**src/rtl/traffic_pkg.sv**
```systemverilog
// traffic_pkg: shared state encoding, fault codes and phase patterns for the light-bus monitor
package traffic_pkg;
  localparam logic [1:0] ST_IDLE    = 2'd0;
  localparam logic [1:0] ST_MONITOR = 2'd1;
  localparam logic [1:0] ST_FAULT   = 2'd2;
  localparam logic [2:0] FC_NONE          = 3'd0;
  localparam logic [2:0] FC_MULTI_GREEN   = 3'd1;
  localparam logic [2:0] FC_GREEN_RED     = 3'd2;
  localparam logic [2:0] FC_DARK_APPROACH = 3'd3;
  localparam logic [2:0] FC_SEQUENCE      = 3'd4;
  localparam logic [2:0] FC_SHORT_DWELL   = 3'd5;
  localparam logic [2:0] FC_STUCK         = 3'd6;
  localparam logic [2:0] FC_ALL_DARK      = 3'd7;
  localparam logic [3:0] PH_OH [4] = '{4'b0001, 4'b0010, 4'b0100, 4'b1000};
  function automatic logic [1:0] next_phase(input logic [1:0] p);
    return p + 2'd1;
  endfunction
endpackage

```
**src/rtl/traffic_conflict_monitor_if.sv**
```systemverilog
// traffic_conflict_monitor_if: light bus from the controller plus the monitor's status outputs
interface traffic_conflict_monitor_if;
  logic       tick;
  logic       clr_fault;
  logic [3:0] LG;
  logic [3:0] SG;
  logic [3:0] RG;
  logic [3:0] R;
  logic [1:0] phase_id;
  logic       phase_valid;
  logic       fault;
  logic [2:0] fault_code;
  logic       flash_all;
  modport master (output tick, clr_fault, LG, SG, RG, R, input phase_id, phase_valid, fault, fault_code, flash_all);
  modport slave (input tick, clr_fault, LG, SG, RG, R, output phase_id, phase_valid, fault, fault_code, flash_all);
endinterface

```
**src/rtl/tl_pattern_decode.sv**
```systemverilog
// tl_pattern_decode: classifies a lamp pattern as a legal phase, dark, or an error cause
module tl_pattern_decode
  import traffic_pkg::*;
(
  input  logic [3:0] lg,
  input  logic [3:0] sg,
  input  logic [3:0] rg,
  input  logic [3:0] r,
  output logic       legal,
  output logic [1:0] phase,
  output logic       dark,
  output logic [2:0] err_code
);
  logic [3:0] g;
  assign g = lg | sg | rg;
  assign dark = ~|{lg, sg, rg, r};
  always_comb begin
    legal = 1'b0;
    phase = 2'd0;
    for (int k = 0; k < 4; k++) begin
      if (lg == PH_OH[k] && sg == PH_OH[k] && (rg == 4'b0 || rg == PH_OH[k]) && r == ~PH_OH[k]) begin
        legal = 1'b1;
        phase = 2'(k);
      end
    end
  end
  assign err_code = (legal || dark) ? FC_NONE :
                    |(g & (g - 4'd1)) ? FC_MULTI_GREEN :
                    |(g & r) ? FC_GREEN_RED :
                    ~&(g | r) ? FC_DARK_APPROACH : FC_MULTI_GREEN;
endmodule

```
**src/rtl/traffic_conflict_monitor.sv**
```systemverilog
// traffic_conflict_monitor: supervises the light bus for conflicts, sequence and dwell, latching faults into all-red flash
module traffic_conflict_monitor
  import traffic_pkg::*;
#(
  parameter int MIN_DWELL = 1,
  parameter int MAX_DWELL = 2,
  parameter int DEBOUNCE  = 2,
  parameter int CNT_W     = 8
) (
  input logic clk,
  input logic rst,
  traffic_conflict_monitor_if.slave bus
);
  localparam logic [CNT_W-1:0] MIN_C  = CNT_W'(MIN_DWELL);
  localparam logic [CNT_W-1:0] MAX_M1 = CNT_W'(MAX_DWELL - 1);
  localparam logic [CNT_W-1:0] DEB_M1 = CNT_W'(DEBOUNCE - 1);
  logic             legal, dark, go_fault;
  logic [1:0]       phase;
  logic [2:0]       err_code, cause;
  logic [1:0]       state_q, state_d, phase_q, phase_d;
  logic [CNT_W-1:0] dwell_q, dwell_d, deb_q, deb_d;
  logic [2:0]       code_q, code_d;
  logic             flash_q, flash_d;
  tl_pattern_decode u_dec (
    .lg(bus.LG), .sg(bus.SG), .rg(bus.RG), .r(bus.R),
    .legal(legal), .phase(phase), .dark(dark), .err_code(err_code)
  );
  always_comb begin
    state_d  = state_q;
    phase_d  = phase_q;
    dwell_d  = dwell_q;
    deb_d    = deb_q;
    code_d   = code_q;
    flash_d  = flash_q;
    go_fault = 1'b0;
    cause    = (state_q == ST_MONITOR && dark) ? FC_ALL_DARK : err_code;
    if (state_q == ST_FAULT) begin
      if (bus.clr_fault) begin
        state_d = ST_IDLE;
        phase_d = '0;
        dwell_d = '0;
        deb_d   = '0;
        code_d  = FC_NONE;
        flash_d = 1'b0;
      end else begin
        flash_d = flash_q ^ bus.tick;
      end
    end else if (cause != FC_NONE) begin
      go_fault = deb_q >= DEB_M1;
      deb_d    = (deb_q == '1) ? deb_q : deb_q + CNT_W'(1);
    end else begin
      deb_d = '0;
      if (state_q == ST_IDLE) begin
        state_d = legal ? ST_MONITOR : ST_IDLE;
        phase_d = legal ? phase : phase_q;
        dwell_d = '0;
      end else if (phase != phase_q) begin
        cause    = (phase != next_phase(phase_q)) ? FC_SEQUENCE : FC_SHORT_DWELL;
        go_fault = phase != next_phase(phase_q) || dwell_q < MIN_C;
        phase_d  = go_fault ? phase_q : phase;
        dwell_d  = '0;
      end else if (bus.tick) begin
        cause    = FC_STUCK;
        go_fault = dwell_q >= MAX_M1;
        dwell_d  = (dwell_q == '1) ? dwell_q : dwell_q + CNT_W'(1);
      end
    end
    if (go_fault) begin
      state_d = ST_FAULT;
      code_d  = cause;
      flash_d = 1'b1;
      deb_d   = '0;
      dwell_d = '0;
    end
  end
  always_ff @(posedge clk or negedge rst) begin
    if (!rst) begin
      state_q <= ST_IDLE;
      phase_q <= '0;
      dwell_q <= '0;
      deb_q   <= '0;
      code_q  <= FC_NONE;
      flash_q <= 1'b0;
    end else begin
      state_q <= state_d;
      phase_q <= phase_d;
      dwell_q <= dwell_d;
      deb_q   <= deb_d;
      code_q  <= code_d;
      flash_q <= flash_d;
    end
  end
  assign bus.phase_id    = phase_q;
  assign bus.phase_valid = state_q == ST_MONITOR;
  assign bus.fault       = state_q == ST_FAULT;
  assign bus.fault_code  = code_q;
  assign bus.flash_all   = flash_q;
endmodule

```
**src/flat_wrapper.sv**
```systemverilog
// flat-port wrapper written by rule: the top's interface ports become plain ports
module traffic_conflict_monitor_flat import traffic_pkg::*;
#(
  parameter int MIN_DWELL = 1,
  parameter int MAX_DWELL = 2,
  parameter int DEBOUNCE  = 2,
  parameter int CNT_W     = 8
)
  (clk, rst, bus_tick, bus_clr_fault, bus_LG, bus_SG, bus_RG, bus_R, bus_phase_id, bus_phase_valid, bus_fault, bus_fault_code, bus_flash_all);
  traffic_conflict_monitor_if bus_i ();
  input logic clk;
  input logic rst;
  input wire logic [$bits(bus_i.tick)-1:0] bus_tick;
  input wire logic [$bits(bus_i.clr_fault)-1:0] bus_clr_fault;
  input wire logic [$bits(bus_i.LG)-1:0] bus_LG;
  input wire logic [$bits(bus_i.SG)-1:0] bus_SG;
  input wire logic [$bits(bus_i.RG)-1:0] bus_RG;
  input wire logic [$bits(bus_i.R)-1:0] bus_R;
  output wire logic [$bits(bus_i.phase_id)-1:0] bus_phase_id;
  output wire logic [$bits(bus_i.phase_valid)-1:0] bus_phase_valid;
  output wire logic [$bits(bus_i.fault)-1:0] bus_fault;
  output wire logic [$bits(bus_i.fault_code)-1:0] bus_fault_code;
  output wire logic [$bits(bus_i.flash_all)-1:0] bus_flash_all;
  assign bus_i.tick = bus_tick;
  assign bus_i.clr_fault = bus_clr_fault;
  assign bus_i.LG = bus_LG;
  assign bus_i.SG = bus_SG;
  assign bus_i.RG = bus_RG;
  assign bus_i.R = bus_R;
  assign bus_phase_id = bus_i.phase_id;
  assign bus_phase_valid = bus_i.phase_valid;
  assign bus_fault = bus_i.fault;
  assign bus_fault_code = bus_i.fault_code;
  assign bus_flash_all = bus_i.flash_all;
  traffic_conflict_monitor #(.MIN_DWELL(MIN_DWELL), .MAX_DWELL(MAX_DWELL), .DEBOUNCE(DEBOUNCE), .CNT_W(CNT_W)) u_core (.clk(clk), .rst(rst), .bus(bus_i));
endmodule
```
**config.mk**
```make
export PLATFORM = sky130hd
export DESIGN_NAME = traffic_conflict_monitor_flat
export DESIGN_NICKNAME = d
export VERILOG_FILES = /design/src/rtl/traffic_pkg.sv /design/src/rtl/traffic_conflict_monitor_if.sv /design/src/rtl/tl_pattern_decode.sv /design/src/rtl/traffic_conflict_monitor.sv /design/src/flat_wrapper.sv
export SDC_FILE = /design/constraint.sdc
export NUM_CORES = 1
export LEC_CHECK = 0
export ABC_AREA = 0
export ABC_CLOCK_PERIOD_IN_PS = 3840
export CAP_MARGIN = 40
export CORE_UTILIZATION = 40
export DETAILED_ROUTE_END_ITERATION = 8
export PLACE_DENSITY = 0.62
export RECOVER_POWER = 100
export SYNTH_ARGS = -nofsm -noshare
export SYNTH_HDL_FRONTEND = slang
export SYNTH_SLANG_ARGS = --single-unit
```
**constraint.sdc**
```tcl
create_clock -name clk -period 3.84 [get_ports clk]
set_clock_uncertainty 0.05 [all_clocks]
set_input_delay 0.576 -clock clk [delete_from_list [all_inputs] [get_ports clk]]
set_output_delay 0.576 -clock clk [all_outputs]
set_load 0.02 [all_outputs]
```
## Yosys cells after proc, flatten, opt, wreduce, memory -nomap -nowiden

Index checks and enable logic that the tools add are counted.

- Register bits after elaboration: 24
- Input bits: 20
- Output and inout bits: 8
- Word-level logic and storage cells: 139

- Add/sub/neg operators: 4
- Order comparisons: 3
- Equality and inequality tests: 30
- Multiplexer cells: 53
- Bitwise gates (word level): 6
- Reduce and logical (&&, ||, !) cells: 37

Operators with widths:

| operator | count |
|---|---|
| $mux 8 | 12 |
| $mux 2 | 17 |
| $mux 3 | 9 |
| $eq 4x4->1 const B | 6 |
| $add 8x1->8 const B | 2 |
| $eq 4x3->1 const B | 4 |
| $eq 8x8->1 const B | 2 |
| $ge 8x1->1 const B | 2 |
| $reduce_or 16->1 | 1 |
| $mux 1 | 15 |
| $logic_and 1x1->1 | 13 |
| $eq 4x1->1 const B | 3 |
| $eq 4x2->1 const B | 3 |
| $ne 3x2->1 const B | 4 |
| $or 4x4->4 | 3 |
| $reduce_bool 3->1 | 3 |
| $and 4x4->4 | 2 |
| $lt 8x1->1 const B | 1 |
| $reduce_and 4->1 | 2 |
| $reduce_or 4->1 | 2 |
| $logic_or 1x1->1 | 6 |
| $ne 5x2->1 const B | 1 |
| $reduce_and 5->1 | 1 |
| $reduce_bool 5->1 | 1 |
| 14 further kinds | 18 |

## Longest topological paths before layout

- Word-level depth: 17
- Gate-level depth with buffers: 9
- Depth with buffers taken out: 9

## Hierarchy

Synthesis repeated with hierarchy kept, for this count alone.

- Cells, all modules: 188
- Area, all modules: 1724.2 um2

Modules (own cells, without submodules):

| module | instances | cells each | area each (um2) | sequential area each (um2) |
|---|---|---|---|---|
| traffic_conflict_monitor | 1 | 148 | 1441.4 | 600.6 |
| tl_pattern_decode | 1 | 40 | 282.8 | 0.0 |

## Least setup slack after synthesis

OpenSTA, ideal clock, no wires.

- Path type: input to register
- Start: input bus_LG[2]
- End: register u_core.dwell_q[0]
- Library setup time: 0.125 ns
- Arrival time: 2.742 ns
- Data required time: 3.665 ns
- Slack: 0.923 ns
- Stages: 9
- Path buffers: 1
- Cell sequence: or3_1 > buf_6 > o22a_4 > o21a_1 > o211ai_1 > a21boi_2 > o41ai_4 > o31ai_4 > mux2_2

- Longest elaborated chain between the ends: 16
- Elaborated cells between the ends (all ways): 59
- Classes of those cells: add/sub (1); eq/ne (9); mux (21); bitwise (5); reduce/logical (23)

RTL lines:

| element | line | source |
|---|---|---|
| start: declaration | flat_wrapper.sv:15 | `input wire logic [$bits(bus_i.LG)-1:0] bus_LG;` |
| branches (longest 16 deep; another with $sub 4x1->4) | n/a |  |
| end signal: assignment | traffic_conflict_monitor.sv:87 | `dwell_q <= dwell_d;` |
| end: declaration | traffic_conflict_monitor.sv:21 | `logic [CNT_W-1:0] dwell_q, dwell_d, deb_q, deb_d;` |

Parallel ways; which one is timed is not known. The select of a mux whose other input is x is not followed.
A chain may end at the register's enable or synchronous reset.

## Worst setup path in the final report

- Start: input bus_SG[2]
- End: register u_core.code_q[2] (netlist: u_core.bus.fault_code[2])

- Longest elaborated chain between the ends: 16
- Elaborated cells between the ends (all ways): 58
- Classes of those cells: add/sub (1); eq/ne (6); mux (22); bitwise (5); reduce/logical (24)

RTL lines:

| element | line | source |
|---|---|---|
| start: declaration | flat_wrapper.sv:16 | `input wire logic [$bits(bus_i.SG)-1:0] bus_SG;` |
| branches (longest 16 deep; another with $sub 4x1->4) | n/a |  |
| end signal: assignment | traffic_conflict_monitor.sv:89 | `code_q <= code_d;` |
| end: declaration | traffic_conflict_monitor.sv:22 | `logic [2:0] code_q, code_d;` |

Parallel ways; which one is timed is not known.

==> results by group <==
Drt
  • Routed wire length: 3670 um
  • Vias: 1420
  • Initial detailed-routing violation count: 43
  • Antenna Violating Nets Remaining: 0
  • Detailed-route vias per instance: approximately 5.6
  • Detail-routed net length per standard cell: 14.5 um
  • Count of TritonRoute iterations in the first routing pass: 4
  • DR DRC count: 0

Die
  • Core area: 0.00377 mm2
  • Die Area: 0.00430 mm2
  • Die Y-Extent: about 66 um
  • Initial Util: 0.429
  • Number of top-level design ports: 28
  • Floorplan die width: between 60 and 70 um
  • Rows: 22

Synth
  • Synth Instances: 174
  • Mean instance size in the synthesized netlist: a little over 9 um2
  • Number of flops mapped to enable cells by yosys: 0
  • Total number of yosys warnings: 0
  • Share of synthesized area occupied by flip-flops and latches: 0.372
  • Post-synthesis cell area: around 0.0016 mm2
  • Prevailing post-synth register cell: sky130_fd_sc_hd__dfrtp_1
  • Fraction of post-synthesis cell area in the top cell type by area: 0.372
  • Synth top area cells: sky130_fd_sc_hd__dfrtp_1 37%, sky130_fd_sc_hd__nor2_1 5.1%, sky130_fd_sc_hd__ha_1 4.6%
  • Post-synth net total: 200
  • FF+latch count, synth: 24
  • Biggest area consumer among synthesized cells: sky130_fd_sc_hd__dfrtp_1
  • Netlist cell types: 50
  • Async set-or-reset flop fraction in the synthesized netlist: 1.00
  • Leading cell type by number of instances after synthesis: sky130_fd_sc_hd__dfrtp_1
  • List of most frequent post-synthesis cells: 24 x sky130_fd_sc_hd__dfrtp_1, 22 x sky130_fd_sc_hd__nor2_1, 10 x sky130_fd_sc_hd__and2_1

Power and ir drop
  • Leakage power of the design: 0.000841 uW
  • Highest ir drop seen on vdd: 0.293 mV
  • Areal power density over the cells: 407 mW/mm2
  • Post-layout total power: between 800 and 900 uW

Finish
  • Fraction of final layout cells sized beyond drive strength 1: 0.0784
  • Post-synthesis to final-layout area growth: 22.8%
  • Final antenna diode count: 0
  • Final Core Density: 0.526
  • Net count of the finished layout: between 200 and 250
  • Post-route cell area: 0.00198 mm2

Run
  • Number of max-cap violations: 0

CTS
  • Post-cts repair resize count: 0
  • Post-CTS setup repair buffer count: 0
  • CTS tree: yes
  • Number of clock buffers inserted by TritonCTS: 3
  • Hold_buf cts: 0
  • Root Buffer: sky130_fd_sc_hd__clkbuf_8
  • Max H-tree Level: 1
  • Clock transition time at the flip-flop clock pins of the worst setup and hold paths: 0.07 ns
  • Clk buf depth: 2
  • Total clock sinks: 24
  • Clock latency on the worst-skew pair: 0.25 ns

Global route
  • Number of antenna violations at the first check in global routing: 0
  • Grt ovf: 0
  • Pin count of the biggest net entering global routing: 18
  • All-Layer GR Usage: 0.179
  • Vias in the first global route: 1412
  • First-pass GRT wire length: 6010 um

Placed design
  • Global placement routability congestion: 0.836
  • Dpl ws: 0.272 ns
  • Cell area after placement: 0.00196 mm2
  • Buffers on Ports: 27
  • DP Wirelength: 2980 um

Critical path
  • Delay of the slowest cell on the worst path: 0.67 ns
  • CP Data Arrival Time: 3.58 ns
  • Worst-path cell with the longest stage delay: sky130_fd_sc_hd__o41ai_4
  • Largest fanout of any net on the critical path: 9
  • Critical path launch point type: input port
  • Setup crit end kind: register
  • Kind of critical path: input port to register
  • Worst path required time: about 3.9 ns
  • Cells along the critical path: dlygate4sd3_1 -> or3_1 -> o22a_4 -> o21a_1 -> o211ai_1 -> a21boi_2 -> o41ai_4 -> o21ai_0 -> a21o_1

Timing
  • Final setup violation count: 0
  • Crit path time final: 3.48 ns
  • Final-report max-slew violation count: 0
  • Setup TNS after final layout: 0 ns
  • Min setup slack post-route: between 0.3 and 0.4 ns
  • Max-slew headroom at the worst pin: 0.437
  • Top achievable clock speed: 288 MHz
  • Unrepaired setup endpoints after global routing: false
  • Transition time at the pin with the least slew margin: 0.845 ns
  • Period utilisation layout: 0.905
  • Count of final hold-check violations: 0

Status
  • Status: completed

Worst hold path
  • Path category of the worst min-delay check: register to register
==> worst max-delay path: cells and delay by family <==
| family | cells | cell delay (ns) |
|---|---|---|
| and+or+nand+nor | 1 | 0.50 |
| AOI/OAI and AO/OA | 7 | 1.95 |
| buffers and inverters | 1 | 0.55 |
==> area by class of cell <==
| type | instances | area, um2 |
|---|---|---|
| Clock buffer | 3 | 41.3 |
| Inverter | 7 | 26.3 |
| Multi-Input combinational cell | 139 | 963 |
| Sequential cell | 24 | 601 |
| Tap cell | 48 | 60.1 |
| Timing Repair Buffer | 31 | 293 |
| Fill cell | 338 | 1790 |
==> metrics by stage <==
| stage | hold WS, ns | instances |
|---|---|---|
| 2_1_floorplan | 0.230 | 174 |
| 3_3_place_gp | 0.410 | 248 |
| 3_5_place_dp | 0.419 | 249 |
| 4_1_cts | 0.436 | 252 |
| 5_1_grt | 0.464 | 252 |
| 6_report | 0.432 | 252 |
==> metal layers <==
| metal | vias to the layer above | share of wire | track usage |
|---|---|---|---|
| li1 | 706 | - | - |
| met1 | 663 | 0.44 | 0.211 |
| met2 | 45 | 0.50 | 0.331 |
| met3 | 6 | 0.050 | 0.0139 |
| met4 | 0 | 0.013 | 0.0679 |
| met5 | - | 0 | 0 |
==> cells by family after synthesis <==
| logic type | after synthesis | synth area share |
|---|---|---|
| AO/OA/AOI/OAI | 40 | 0.207 |
| XOR/XNOR | 3 | 0.0163 |
| adder cells (fa/ha/maj) | 6 | 0.0464 |
| buffers and inverters | 11 | 0.0302 |
| flip-flops | 24 | 0.372 |
| multiplexers | 2 | 0.0139 |
| AND/OR/NAND/NOR | 88 | 0.315 |
==> flip-flops by register name (all words and copies together), names as in the netlist <==
register / flops
u_core.deb_q: 8
u_core.dwell_q: 8
u_core.bus.fault_code: 3
u_core.bus.phase_id: 2
u_core.state_q: 2
u_core.bus.flash_all: 1
==> report_power, final <==
part,total [uW],internal [uW],switching (uW)
clock,138,69.8,68.4
sequential,308,280,28.2
combinational,361,148,213
total,807,497,310
==> final timing paths <==
kind | start | endpoint | slack (ns) | depth (start not counted)
setup / recovery | bus_SG[2] | u_core.bus.fault_code[2] | 0.36 | 9
hold / removal | u_core.bus.fault_code[2] | u_core.bus.fault_code[2] | 0.43 | 1
setup reg to reg | u_core.dwell_q[0] | u_core.bus.fault_code[2] | 1.35 | 8
hold reg to reg | u_core.bus.fault_code[2] | u_core.bus.fault_code[2] | 0.43 | 1
max in group asynchronous | rst | u_core.bus.phase_id[1] | 2.05 | 2
min in group asynchronous | rst | u_core.bus.fault_code[2] | 0.61 | 1
==> cells in the final DEF, fill, tap and decap left out, types with 4 or more instances in the layout <==
| master | synthesis | routed |
|---|---|---|
| sky130_fd_sc_hd__clkdlybuf4s50_1 | 0 | 17 |
| sky130_fd_sc_hd__nor2_1 | 22 | 22 |
| sky130_fd_sc_hd__dfrtp_1 | 24 | 24 |
| sky130_fd_sc_hd__and2_0 | 0 | 4 |
| sky130_fd_sc_hd__nand3_1 | 5 | 5 |
| sky130_fd_sc_hd__dlygate4sd3_1 | 0 | 10 |
| sky130_fd_sc_hd__o21ai_0 | 6 | 7 |
| sky130_fd_sc_hd__inv_1 | 7 | 7 |
| sky130_fd_sc_hd__and2_1 | 10 | 6 |
| sky130_fd_sc_hd__or3_1 | 7 | 7 |
| sky130_fd_sc_hd__a21oi_1 | 5 | 5 |
| sky130_fd_sc_hd__nand2_1 | 9 | 9 |
| sky130_fd_sc_hd__nor2b_1 | 4 | 4 |
| sky130_fd_sc_hd__ha_1 | 6 | 6 |
| sky130_fd_sc_hd__nor3_1 | 8 | 8 |
(Power assumes the default switching activity.)
